[src/rtl/instruction_prefetch.sv]
// Instruction prefetch: fetches aligned 16-bit code words at CS:fetch_offset into a byte FIFO.
// Optional macro PREFETCH_BYPASS_EN presents ack data combinationally when the FIFO is empty.
module instruction_prefetch #(
   parameter int unsigned FIFO_DEPTH = 6
) (
   input  logic        clk,
   input  logic        reset,
   input  logic [15:0] cs,
   input  logic [15:0] new_ip,
   input  logic        load_new_ip,
   output logic        mem_access,
   input  logic        mem_ack,
   output logic [18:0] mem_address,
   input  logic [15:0] mem_data,
   input  logic        fifo_rd_en,
   output logic [7:0]  fifo_rd_data,
   output logic        fifo_empty
);

   localparam int unsigned PW = (FIFO_DEPTH > 1) ? $clog2(FIFO_DEPTH) : 1;
   localparam int unsigned CW = $clog2(FIFO_DEPTH + 1);
   localparam logic [CW-1:0] DEPTH_C = CW'(FIFO_DEPTH);

   typedef enum logic {IDLE, REQ} state_t;

   state_t         state_q, state_d;
   logic [15:0]    fetch_offset_q, fetch_offset_d;
   logic           discard_q, discard_d;
   logic [CW-1:0]  count_q, count_d;
   logic [PW-1:0]  rd_ptr_q, rd_ptr_d, wr_ptr_q, wr_ptr_d, wr_ptr_1;
   logic [18:0]    mem_address_q, mem_address_d;
   logic [7:0]     buf_q [FIFO_DEPTH];

   logic           accept, bypass, pop_direct, pop_buf;
   logic [1:0]     n_bytes, wr_n;
   logic [7:0]     first_b, second_b, wr_byte0;
   logic [CW-1:0]  need;

   function automatic logic [PW-1:0] ptr_inc(input logic [PW-1:0] p);
      return (p == PW'(FIFO_DEPTH - 1)) ? '0 : p + 1'b1;
   endfunction

   // (cs<<4 + off)>>1 == (cs<<3) + (off>>1) because cs<<4 is even; 19-bit wrap equals 20-bit wrap.
   function automatic logic [18:0] word_addr(input logic [15:0] seg, input logic [14:0] off_hi);
      return {seg, 3'b000} + {4'b0000, off_hi};
   endfunction

   always_comb begin
      accept     = (state_q == REQ) && mem_ack && !discard_q && !load_new_ip;
      first_b    = fetch_offset_q[0] ? mem_data[15:8] : mem_data[7:0];
      second_b   = mem_data[15:8];
      n_bytes    = fetch_offset_q[0] ? 2'd1 : 2'd2;
`ifdef PREFETCH_BYPASS_EN
      bypass     = accept && (count_q == '0);
`else
      bypass     = 1'b0;
`endif
      pop_direct = bypass && fifo_rd_en;
      pop_buf    = fifo_rd_en && (count_q != '0) && !load_new_ip;
      wr_byte0   = pop_direct ? second_b : first_b;
      wr_n       = accept ? (n_bytes - {1'b0, pop_direct}) : 2'd0;
      wr_ptr_1   = ptr_inc(wr_ptr_q);

      fifo_empty   = (count_q == '0) && !bypass;
      fifo_rd_data = bypass ? first_b : ((count_q == '0) ? '0 : buf_q[rd_ptr_q]);
      mem_access   = (state_q == REQ);
      mem_address  = mem_address_q;

      state_d        = state_q;
      fetch_offset_d = fetch_offset_q;
      discard_d      = discard_q;
      mem_address_d  = mem_address_q;
      count_d        = count_q + CW'(wr_n) - CW'(pop_buf);
      rd_ptr_d       = pop_buf ? ptr_inc(rd_ptr_q) : rd_ptr_q;
      wr_ptr_d       = (wr_n == 2'd2) ? ptr_inc(wr_ptr_1) :
                       (wr_n == 2'd1) ? wr_ptr_1 : wr_ptr_q;
      need           = fetch_offset_q[0] ? CW'(1) : CW'(2);

      case (state_q)
         IDLE: begin
            if (load_new_ip) begin
               state_d       = REQ;
               mem_address_d = word_addr(cs, new_ip[15:1]);
            end else if ((DEPTH_C - count_d) >= need) begin
               state_d       = REQ;
               mem_address_d = word_addr(cs, fetch_offset_q[15:1]);
            end
         end
         REQ: begin
            if (mem_ack) begin
               state_d   = IDLE;
               discard_d = 1'b0;
               if (accept)
                  fetch_offset_d = fetch_offset_q + (fetch_offset_q[0] ? 16'd1 : 16'd2);
            end else if (load_new_ip) begin
               discard_d = 1'b1;
            end
         end
         default: state_d = IDLE;
      endcase

      // Flush overrides any pop/push bookkeeping computed above.
      if (load_new_ip) begin
         count_d        = '0;
         rd_ptr_d       = '0;
         wr_ptr_d       = '0;
         fetch_offset_d = new_ip;
      end
   end

   always_ff @(posedge clk or posedge reset) begin
      if (reset) begin
         state_q        <= IDLE;
         fetch_offset_q <= '0;
         discard_q      <= 1'b0;
         count_q        <= '0;
         rd_ptr_q       <= '0;
         wr_ptr_q       <= '0;
         mem_address_q  <= '0;
      end else begin
         state_q        <= state_d;
         fetch_offset_q <= fetch_offset_d;
         discard_q      <= discard_d;
         count_q        <= count_d;
         rd_ptr_q       <= rd_ptr_d;
         wr_ptr_q       <= wr_ptr_d;
         mem_address_q  <= mem_address_d;
      end
   end

   always_ff @(posedge clk) begin
      if (wr_n != 2'd0) buf_q[wr_ptr_q] <= wr_byte0;
      if (wr_n == 2'd2) buf_q[wr_ptr_1] <= second_b;
   end

endmodule

[config.mk]
export PLATFORM = sky130hd
export DESIGN_NAME = instruction_prefetch
export DESIGN_NICKNAME = d
export VERILOG_FILES = /design/src/rtl/instruction_prefetch.sv
export SDC_FILE = /design/constraint.sdc
export NUM_CORES = 1
export LEC_CHECK = 0
export CAP_MARGIN = 20
export CORE_ASPECT_RATIO = 1.5
export CORE_UTILIZATION = 45
export DETAILED_ROUTE_END_ITERATION = 6
export HOLD_SLACK_MARGIN = 0.12
export MAX_ROUTING_LAYER = met4
export PLACE_DENSITY = 0.78
export SLEW_MARGIN = 30
export SYNTH_ARGS = -nofsm -noshare
export SYNTH_HDL_FRONTEND = slang
export SYNTH_SLANG_ARGS = --single-unit
[constraint.sdc]
create_clock -name clk -period 4.7 [get_ports clk]
set_input_delay 0.47 -clock clk [delete_from_list [all_inputs] [get_ports clk]]
set_output_delay 0.47 -clock clk [all_outputs]
set_load 0.01 [all_outputs]
==> flow_metrics.py, run 1 <==
metrics = {
    "synth": {
        "synthMostInstantiatedCell": "sky130_fd_sc_hd__mux2_2",
        "synthesis.nets": 590,
        "synth_area_leader_cell": "sky130_fd_sc_hd__edfxtp_1",
        "synth-edff-count": 48,
        "synth_seq_area_share_pct": 46.0,
        "synth-seq-cells": 94,
        "ys.flop_type": "sky130_fd_sc_hd__edfxtp_1",
        "syn-instance-count": 515,
        "number_of_distinct_library_cells_after_synthesis": 58,
        "synth.area.top_cells": "sky130_fd_sc_hd__edfxtp_1 26%, sky130_fd_sc_hd__dfrtp_1 20%, sky130_fd_sc_hd__mux2_2 10%",
        "netlist_top_cells_count": "50 x sky130_fd_sc_hd__mux2_2, 48 x sky130_fd_sc_hd__edfxtp_1, 48 x sky130_fd_sc_hd__nand2_1, 46 x sky130_fd_sc_hd__dfrtp_1, 37 x sky130_fd_sc_hd__o21ai_0",
        "synth-warning-count": 0,
        "synthDominantCellAreaShare_pct": 25.6,
        "avgSynthCellArea_um2": 10.9,
        "async_flop_share_pct": 48.9,
        "area_of_the_mapped_netlist_um2": 5640,
    },
    "sta": {
        "final-hold-violation-count": 0,
        "fin_hold_ws_ns": 0.485,
        "maximum_operating_frequency_ghz": 0.248,
        "maxSlewHeadroom_pct": 38.9,
        "rsz0062_at_grt": "no",
        "fin_setup_tns_ns": 0,
        "worst_slew_pin_slew_ns": 0.914,
        "drv_slew": 0,
        "final.period_utilization_pct": 85.8,
        "setup_viol": 0,
        "setup_ws_ns": 0.669,
        "fin_worst_skew_ns": 0.00681,
        "finalCriticalPeriod_ns": 4.03,
    },
    "global_routing": {
        "grt_pass1_vias": 4307,
        "grt_antenna_before_repair": 0,
        "groute.layer.met3.usage_pct": 3.40,
        "globalRouteMet2Util_pct": 38.8,
        "grt_first_pass_wirelength_um": 21000,
        "global_route.overflow_total": 0,
        "global_route.usage.met1_pct": 23.6,
        "gr-usage-all-layers_pct": 21.5,
        "pin_count_of_the_biggest_net_entering_global_routing": 60,
        "globalRoute.busiestLayer": "met2",
    },
    "drt": {
        "drt_drc_violations_left": 0,
        "post_drt_via_cell_ratio": 5.49,
        "ant_nets": 0,
        "num_vias": 4094,
        "drt_wl_total_um": 12800,
        "first_pass_iteration_count_of_the_detailed_router": 4,
        "drt_first_iter_violations": 111,
        "wl_per_cell_um": 17.2,
    },
    "die": {
        "die_x_um": 93.4,
        "initial_core_utilization_pct": 46.7,
        "coreArea_um2": 12100,
        "dieHeight_um": 139,
        "floorplan.io_pins": 82,
        "std_cell_rows": 49,
        "floorplan.die_area_um2": 13000,
    },
    "cts": {
        "post_cts_sizing_count": 0,
        "ctsHtreeMaxLevel": 3,
        "cts_max_path_buffers": 2,
        "cts_buffers": 9,
        "cts.hold.buffers_added": 0,
        "clock_latency_ns": 0.34,
        "num_clock_sinks": 94,
        "clk_pin_slew_ns": 0.06,
        "cts_tree": "done",
        "cts_root_buf": "sky130_fd_sc_hd__clkbuf_16",
        "post_cts_setup_buffer_count": 0,
    },
    "critical_path": {
        "crit_arrival_ns": 4.26,
        "path_class": "input pin to register",
        "startpoint_types": "input pin",
        "critical_path.max_fanout": 30,
        "worstSetupEndpointType": "register",
        "worst_ep_required_time_ns": 4.93,
    },
    "placement": {
        "count_of_input_and_output_buffers": 81,
        "finalWeightedCongestion": 0.875,
        "dp_slack_ns": 0.299,
        "dpl.hpwl_um": 9450,
    },
    "power": {
        "seqPwrFrac_pct": 39.0,
        "leakagePower_nw": 2.67,
        "power.clock.fraction_pct": 23.3,
        "p_comb_share_pct": 37.8,
        "pwrdens_nw_per_um2": 432,
        "p_sw_mw": 0.980,
        "switching_share_pct": 33.2,
        "internal-power_mw": 1.97,
        "ir_drop_mv": 0.253,
    },
    "final_layout": {
        "multiInputGateArea_um2": 2820,
        "num_antenna_cells": 0,
        "area.sequential_um2": 2590,
        "fill_cells": 1036,
        "proportion_of_layout_cells_with_a_drive_suffix_above_1_pct": 16.2,
        "synthToLayoutAreaGrowth_pct": 21.4,
        "layout.nets": 663,
    },
    "min_path": {
        "min-delay-path-class": "register to register",
    },
    "outcome": {
        "status": "finished, final reports clean",
    },
    "run": {
        "timing.max_cap.violations": 0,
    },
}
-- metrics by stage --
step / cells / util, % / total power [mW] / cell area, um2
floorplan: 515 / - / 1.83 / 5640
global placement: 730 / 54.3 / 2.25 / 6560
detailed placement: 730 / 54.3 / 2.30 / 6560
CTS: 746 / 56.6 / 2.99 / 6840
global route: 746 / 56.6 / 3.14 / 6840
finish: 746 / 56.6 / 2.95 / 6840
-- metal layers --
layer,vias to the layer above,share of wire (%)
li1,2042,-
met1,1943,40
met2,89,55
met3,20,3.1
met4,0,2.5
met5,-,0
-- area by class of cell --
class                      count  area share [%]
multi-input combinational    368            41.2
clock buffer                  11            3.55
inverter                      28            1.55
timing repair buffer          87            12.4
clock inverter                 5           0.494
tap                          153            2.80
sequential                    94            37.9
-- kinds of logic after synthesis --
| logic type | Yosys count | share of synthesized area [%] |
|---|---|---|
| AO/OA/AOI/OAI | 121 | 14.2 |
| XOR/XNOR | 23 | 3.82 |
| adder cells (fa/ha/maj) | 22 | 5.15 |
| buffers and inverters | 53 | 3.93 |
| flip-flops | 94 | 46.0 |
| multiplexers | 69 | 15.1 |
| AND/OR/NAND/NOR | 133 | 11.7 |
-- registers in the layout, indices dropped and copies added (netlist names) --
signal and count:
mem_access 1, wr_ptr_q 3, fetch_offset_q 16, rd_ptr_q 3, mem_address 19, count_q 3, buf_q 48, discard_q 1
-- placed cells by master, fill, tap and decap left out, types with 16 or more instances in the layout --
master                            Yosys  routed
sky130_fd_sc_hd__nand2_1             48      48
sky130_fd_sc_hd__clkdlybuf4s50_1      0      80
sky130_fd_sc_hd__nor2_1              35      35
sky130_fd_sc_hd__dfrtp_1             46      45
sky130_fd_sc_hd__a21oi_1             20      20
sky130_fd_sc_hd__mux2_2              50      50
sky130_fd_sc_hd__ha_1                20      20
sky130_fd_sc_hd__inv_1               27      26
sky130_fd_sc_hd__xnor2_1             16      16
sky130_fd_sc_hd__o21ai_0             37      37
sky130_fd_sc_hd__edfxtp_1            48      48
-- worst max-delay path, stage by stage --
cell,delay [ns]
sky130_fd_sc_hd__clkdlybuf4s50_1,0.49
sky130_fd_sc_hd__nand3b_1,0.10
sky130_fd_sc_hd__nor2_1,0.32
sky130_fd_sc_hd__nand2_1,0.12
sky130_fd_sc_hd__ha_1,0.32
sky130_fd_sc_hd__inv_1,0.06
sky130_fd_sc_hd__ha_1,0.14
sky130_fd_sc_hd__inv_1,0.06
sky130_fd_sc_hd__fa_1,0.51
sky130_fd_sc_hd__inv_1,0.05
sky130_fd_sc_hd__ha_1,0.27
sky130_fd_sc_hd__inv_1,0.04
sky130_fd_sc_hd__ha_1,0.26
sky130_fd_sc_hd__a211oi_1,0.26
sky130_fd_sc_hd__a21o_1,0.30
sky130_fd_sc_hd__buf_4,0.32
sky130_fd_sc_hd__nand2_1,0.09
sky130_fd_sc_hd__o31ai_1,0.08
-- path summary, 6_finish.rpt --
| check | slack, ns | cells after the start | start | endpoint |
|---|---|---|---|---|
| setup reg to reg | 0.78 | 17 | mem_access | mem_address[11] |
| hold / removal | 0.48 | 2 | mem_address[10] | mem_address[10] |
| min in group asynchronous | 0.58 | 2 | reset | mem_address[18] |
| hold reg to reg | 0.48 | 2 | mem_address[10] | mem_address[10] |
| setup / recovery | 0.67 | 18 | mem_ack | mem_address[11] |
| max in group asynchronous | 3.57 | 2 | reset | rd_ptr_q[0] |
-- power by group through the flow --
| stage | Sequential [mW] | Clock, mW | Combinational, mW |
|---|---|---|---|
| 2_1_floorplan | 1.14 | 0 | 0.697 |
| 4_1_cts | 1.15 | 0.697 | 1.13 |
| 3_3_place_gp | 1.16 | 0 | 1.08 |
| 5_1_grt | 1.17 | 0.728 | 1.24 |
| 3_5_place_dp | 1.17 | 0 | 1.13 |
| 6_report | 1.15 | 0.688 | 1.12 |
(Power assumes the default switching activity.)
==> run 2, diff against run 1 <==
--- a/config.mk
+++ b/config.mk
@@ -12,6 +12,7 @@
 export HOLD_SLACK_MARGIN = 0.12
 export MAX_ROUTING_LAYER = met4
 export PLACE_DENSITY = 0.78
+export REMOVE_ABC_BUFFERS = 1
 export SLEW_MARGIN = 30
 export SYNTH_ARGS = -nofsm -noshare
 export SYNTH_HDL_FRONTEND = slang
==> run 2 against run 1 <==
Against the previous run:
- non-clock buffer count rose by 2
- die area did not move
- clock skew rose by 0.0025 ns
- combinational power barely moved
- hold slack improved by 0.0013 ns
- clock power rose by 6.1%
- final area rose by 0.49%
- largest cell class unchanged
- critical path type unchanged
==> flow_metrics.py, run 2 (same netlist as run 1, synthesis figures left out) <==
metrics = {
    "outcome": {
        "status": "finished, final reports clean",
    },
    "critical_path": {
        "worstSetupEndpointType": "register",
        "timing.reg2reg.setup_slack_ns": 0.86,
        "startpoint_types": "input pin",
        "ff2ff_path_depth": 15,
        "rr_endpoint": "mem_address[3]",
        "regToRegStartpoint": "mem_access",
        "worst_ep_required_time_ns": 4.92,
        "worstSetupEndpoint": "mem_address[3]",
        "crit_arrival_ns": 4.20,
        "timing.critical_path.from": "mem_ack",
        "path_class": "input pin to register",
        "critical_path.max_fanout": 5,
    },
    "sta": {
        "fin_setup_tns_ns": 0,
        "maxSlewHeadroom_pct": 42.3,
        "final.period_utilization_pct": 84.8,
        "drv_slew": 0,
        "rsz0062_at_grt": "no",
        "final-hold-violation-count": 0,
        "worst_slew_pin_slew_ns": 0.863,
        "maximum_operating_frequency_ghz": 0.251,
        "setup_viol": 0,
        "fin_worst_skew_ns": 0.00935,
        "finalCriticalPeriod_ns": 3.98,
    },
    "die": {
        "die_x_um": 93.4,
        "dieHeight_um": 139,
        "floorplan.io_pins": 82,
        "coreArea_um2": 12100,
        "initial_core_utilization_pct": 46.7,
        "floorplan.die_area_um2": 13000,
        "std_cell_rows": 49,
    },
    "final_layout": {
        "proportion_of_layout_cells_with_a_drive_suffix_above_1_pct": 16.3,
        "layout.nets": 665,
        "finalNonFillerCells": 748,
        "largest_register": "buf_q",
        "mostFrequentLayoutCell": "sky130_fd_sc_hd__clkdlybuf4s50_1",
        "largest_register_ff_count": 48,
        "synthToLayoutAreaGrowth_pct": 22.0,
        "stdcell_area_um2": 6870,
        "final_cell_mix": "80 x sky130_fd_sc_hd__clkdlybuf4s50_1, 50 x sky130_fd_sc_hd__mux2_2, 48 x sky130_fd_sc_hd__nand2_1, 48 x sky130_fd_sc_hd__edfxtp_1, 45 x sky130_fd_sc_hd__dfrtp_1",
        "num_antenna_cells": 0,
    },
    "drt": {
        "post_drt_via_cell_ratio": 5.63,
        "drt_drc_violations_left": 0,
        "ant_nets": 0,
        "drt_first_iter_violations": 187,
        "drt_wl_total_um": 13400,
        "first_pass_iteration_count_of_the_detailed_router": 4,
        "num_vias": 4208,
        "wl_per_cell_um": 17.9,
    },
    "cts": {
        "cts_tree": "done",
        "cts_buffers": 9,
        "clock_latency_ns": 0.34,
        "cts.hold.buffers_added": 0,
        "num_clock_sinks": 94,
        "post_cts_sizing_count": 0,
        "ctsHtreeMaxLevel": 3,
        "post_cts_setup_buffer_count": 0,
        "clk_pin_slew_ns": 0.06,
        "cts_root_buf": "sky130_fd_sc_hd__clkbuf_16",
        "cts_max_path_buffers": 2,
    },
    "power": {
        "leakagePower_nw": 2.68,
        "ir_drop_mv": 0.322,
        "pwrdens_nw_per_um2": 441,
    },
    "placement": {
        "dpl.hpwl_um": 10100,
        "placement.cell_area_um2": 6580,
        "placed_cells": 732,
        "count_of_input_and_output_buffers": 81,
        "finalWeightedCongestion": 0.978,
    },
    "global_routing": {
        "global_route.overflow_total": 0,
        "grt_antenna_before_repair": 0,
        "grt_pass1_vias": 4394,
        "gr-usage-all-layers_pct": 21.9,
        "pin_count_of_the_biggest_net_entering_global_routing": 60,
        "grt_first_pass_wirelength_um": 21300,
    },
    "run": {
        "timing.max_cap.violations": 0,
    },
    "min_path": {
        "min-delay-path-class": "register to register",
    },
}
run 2: cell count changes in the layout (fill, tap and decap cells not counted), sizes merged:
cell	delta
buf	+2
bufinv	+1
clkbuf	+2
clkinv	-3
clkinvlp	+1
inv	-1
run 2: cell type report:
type,count,area [um2]
clock inverter,3,45.0
fill,1018,5200
clock buffer,13,250
timing repair buffer,89,866
tap,153,191
inverter,28,106
sequential,94,2590
multi-input combinational,368,2820
run 2: critical path, stage by stage:
cell and delay [ns]:
sky130_fd_sc_hd__clkdlybuf4s50_1 0.50, sky130_fd_sc_hd__nand3b_1 0.11, sky130_fd_sc_hd__nor2_1 0.33, sky130_fd_sc_hd__nand2_1 0.11, sky130_fd_sc_hd__ha_1 0.33, sky130_fd_sc_hd__inv_1 0.06, sky130_fd_sc_hd__ha_1 0.13, sky130_fd_sc_hd__inv_1 0.05
sky130_fd_sc_hd__fa_1 0.51, sky130_fd_sc_hd__inv_1 0.05, sky130_fd_sc_hd__ha_1 0.27, sky130_fd_sc_hd__inv_1 0.04, sky130_fd_sc_hd__ha_1 0.27, sky130_fd_sc_hd__a211oi_1 0.28, sky130_fd_sc_hd__a21o_1 0.32, sky130_fd_sc_hd__mux2_2 0.38
run 2: worst min-delay path by stage:
stage	slack, ns	end	cells after the start	start
after floorplan	0.50	discard_q	2	discard_q
after global placement	0.47	mem_address[18]	2	mem_address[18]
after detailed placement	0.47	mem_address[10]	2	mem_address[10]
after CTS	0.49	mem_address[10]	2	mem_address[10]
after global routing	0.52	mem_address[15]	2	mem_address[15]
final	0.49	mem_address[2]	2	mem_address[2]
run 2: metal layers:
| layer | track usage (%) | wire length [um] | up-vias |
|---|---|---|---|
| met1 | 22.9 | 5040 | 2050 |
| met5 | - | 0 | - |
| li1 | - | - | 2029 |
| met4 | 8.58 | 312 | 0 |
| met2 | 41.1 | 7630 | 103 |
| met3 | 2.36 | 422 | 26 |
run 2: per-stage QoR:
stage	worst slack [ns]	util [%]	total power, mW	hold slack, ns
finish	0.717	56.9	3.03	0.486
global route	0.530	56.9	3.20	0.518
CTS	0.707	56.9	3.05	0.492
detailed placement	0.389	54.5	2.32	0.475
global placement	0.536	54.4	2.27	0.467
floorplan	0.599	-	1.79	0.504
run 2: report_power, final:
part | switching (mW) | internal [mW] | total [mW]
clock | 0.302 | 0.428 | 0.730
sequential | 0.142 | 1.01 | 1.16
combinational | 0.547 | 0.599 | 1.15
==> run 3, diff against run 2 <==
==> constraint.sdc (replaced) <==
create_clock -name clk -period 4.1 [get_ports clk]
set_input_delay 0.41 -clock clk [delete_from_list [all_inputs] [get_ports clk]]
set_output_delay 0.41 -clock clk [all_outputs]
set_load 0.01 [all_outputs]
==> run 3 against run 2 <==
Against the previous run:
- core utilization up 0.35 points
- flip-flop and latch count stayed put
- sequential share of layout area down 0.25 points
- clock power increased by 20%
- register-to-register slack got worse by 0.52 ns
- die area did not move
- via count up 2.4%
- wire length grew 0.34%
- clock skew decreased by 0.0027 ns
- final cell count increased by 0.40%
- critical endpoint unchanged
- highest routed layer unchanged
- sequential power grew 12%
- critical path depth decreased by 1
==> flow_metrics.py, run 3 (same netlist as run 1, synthesis figures left out) <==
metrics = {
    "power": {
        "leakagePower_nw": 2.72,
        "ir_drop_mv": 0.272,
        "pwrdens_nw_per_um2": 507,
    },
    "global_routing": {
        "grt_first_pass_wirelength_um": 21800,
        "pin_count_of_the_biggest_net_entering_global_routing": 57,
        "grt_antenna_before_repair": 0,
        "global_route.overflow_total": 0,
        "grt_pass1_vias": 4467,
        "gr-usage-all-layers_pct": 22.5,
    },
    "cts": {
        "clock_latency_ns": 0.34,
        "post_cts_setup_buffer_count": 0,
        "cts_tree": "done",
        "cts_root_buf": "sky130_fd_sc_hd__clkbuf_16",
        "cts_buffers": 9,
        "ctsHtreeMaxLevel": 3,
        "cts.hold.buffers_added": 0,
        "cts_max_path_buffers": 2,
        "num_clock_sinks": 94,
        "clk_pin_slew_ns": 0.07,
        "post_cts_sizing_count": 0,
    },
    "sta": {
        "finalCriticalPeriod_ns": 3.76,
        "fin_worst_skew_ns": 0.00666,
        "final-hold-violation-count": 0,
        "setup_viol": 0,
        "drv_slew": 0,
        "maxSlewHeadroom_pct": 39.9,
        "worst_slew_pin_slew_ns": 0.898,
        "final.period_utilization_pct": 91.7,
        "setup_ws_ns": 0.342,
        "rsz0062_at_grt": "no",
        "maximum_operating_frequency_ghz": 0.266,
    },
    "critical_path": {
        "path_class": "register to register",
        "ff2ff_path_depth": 15,
        "crit_arrival_ns": 3.98,
        "worstSetupEndpointType": "register",
        "critical_path.max_fanout": 8,
        "startpoint_types": "register",
        "worst_ep_required_time_ns": 4.32,
    },
    "drt": {
        "num_vias": 4311,
        "post_drt_via_cell_ratio": 5.74,
        "drt_drc_violations_left": 0,
        "drt_wl_total_um": 13400,
        "drt_first_iter_violations": 237,
        "first_pass_iteration_count_of_the_detailed_router": 5,
        "ant_nets": 0,
        "wl_per_cell_um": 17.9,
    },
    "placement": {
        "count_of_input_and_output_buffers": 81,
        "dp_slack_ns": 0.0254,
        "finalWeightedCongestion": 0.969,
        "dpl.hpwl_um": 10000,
        "placement.cell_area_um2": 6600,
    },
    "final_layout": {
        "num_antenna_cells": 0,
        "synthToLayoutAreaGrowth_pct": 22.7,
        "finalCoreUtilization_pct": 57.3,
        "proportion_of_layout_cells_with_a_drive_suffix_above_1_pct": 16.9,
        "layout.nets": 668,
        "largest_register_ff_count": 48,
        "largest_register": "buf_q",
        "stdcell_area_um2": 6920,
        "mostFrequentLayoutCell": "sky130_fd_sc_hd__clkdlybuf4s50_1",
        "fill_cells": 1021,
        "final_cell_mix": "80 x sky130_fd_sc_hd__clkdlybuf4s50_1, 50 x sky130_fd_sc_hd__mux2_2, 48 x sky130_fd_sc_hd__nand2_1, 48 x sky130_fd_sc_hd__edfxtp_1, 46 x sky130_fd_sc_hd__dfrtp_1",
    },
    "die": {
        "coreArea_um2": 12100,
        "dieHeight_um": 139,
        "initial_core_utilization_pct": 46.7,
        "die_x_um": 93.4,
        "floorplan.io_pins": 82,
        "floorplan.die_area_um2": 13000,
        "std_cell_rows": 49,
    },
    "outcome": {
        "status": "finished, final reports clean",
    },
    "min_path": {
        "min-delay-path-class": "input pin to register",
        "min_delay_path_depth": 2,
    },
    "run": {
        "timing.max_cap.violations": 0,
    },
}
==> run 3: cell types whose count changed in the layout (fill, tap and decap cells not counted), sizes merged <==
cell / before / now
inv: 26 / 27
buf: 9 / 12
clkbuf: 13 / 14
clkinvlp: 2 / 0
==> run 3: path summary, 6_finish.rpt <==
check	start	endpoint	slack, ns
max	count_q[0]	mem_address[3]	0.34
min	load_new_ip	rd_ptr_q[1]	0.32
max reg2reg	count_q[0]	mem_address[3]	0.34
min reg2reg	mem_address[4]	mem_address[4]	0.48
max in group asynchronous	reset	mem_address[2]	3.05
min in group asynchronous	reset	mem_access	0.53
==> run 3: where the power goes <==
group / internal [mW] / switching [mW]
Sequential: 1.16 / 0.139
Combinational: 0.692 / 0.641
Clock: 0.532 / 0.343
==> run 3: metrics by stage <==
stage                     total power [mW]  std cells  hold WS (ns)  TNS [ns]
after floorplan                       2.05        490         0.473  -0.00142
after global placement                2.60        735         0.468         0
after detailed placement              2.66        735         0.470         0
after CTS                             3.55        751         0.309         0
after global routing                  3.72        751         0.336         0
final                                 3.51        751         0.317         0
==> run 3: worst max-delay path, cell delays in order (launching register included) <==
cell and delay, ns:
sky130_fd_sc_hd__dfrtp_1 0.39, sky130_fd_sc_hd__or3_1 0.43, sky130_fd_sc_hd__nand2_1 0.12, sky130_fd_sc_hd__nor2_1 0.05, sky130_fd_sc_hd__ha_1 0.26, sky130_fd_sc_hd__inv_1 0.07
sky130_fd_sc_hd__ha_1 0.14, sky130_fd_sc_hd__inv_1 0.05, sky130_fd_sc_hd__fa_1 0.50, sky130_fd_sc_hd__inv_1 0.05, sky130_fd_sc_hd__ha_1 0.26, sky130_fd_sc_hd__inv_1 0.04
sky130_fd_sc_hd__ha_1 0.26, sky130_fd_sc_hd__a211oi_1 0.26, sky130_fd_sc_hd__a21o_1 0.37, sky130_fd_sc_hd__mux2_2 0.38
==> run 3: per-layer routing <==
| metal | share of wire [%] | global-route usage (%) | up-vias |
|---|---|---|---|
| met4 | 2.8 | 8.50 | 0 |
| met1 | 37 | 23.6 | 2109 |
| met5 | 0 | - | - |
| li1 | - | - | 2056 |
| met2 | 56 | 41.1 | 123 |
| met3 | 3.9 | 4.17 | 23 |
==> run 3: layout make-up <==
cell class	instances	area, um2	share of cell area [%]
Multi-Input combinational cell	368	2820	40.8
Sequential cell	94	2590	37.5
Timing Repair Buffer	92	888	12.8
Clock buffer	14	278	4.02
Tap cell	153	191	2.77
Inverter	28	106	1.54
Clock inverter	2	38.8	0.561
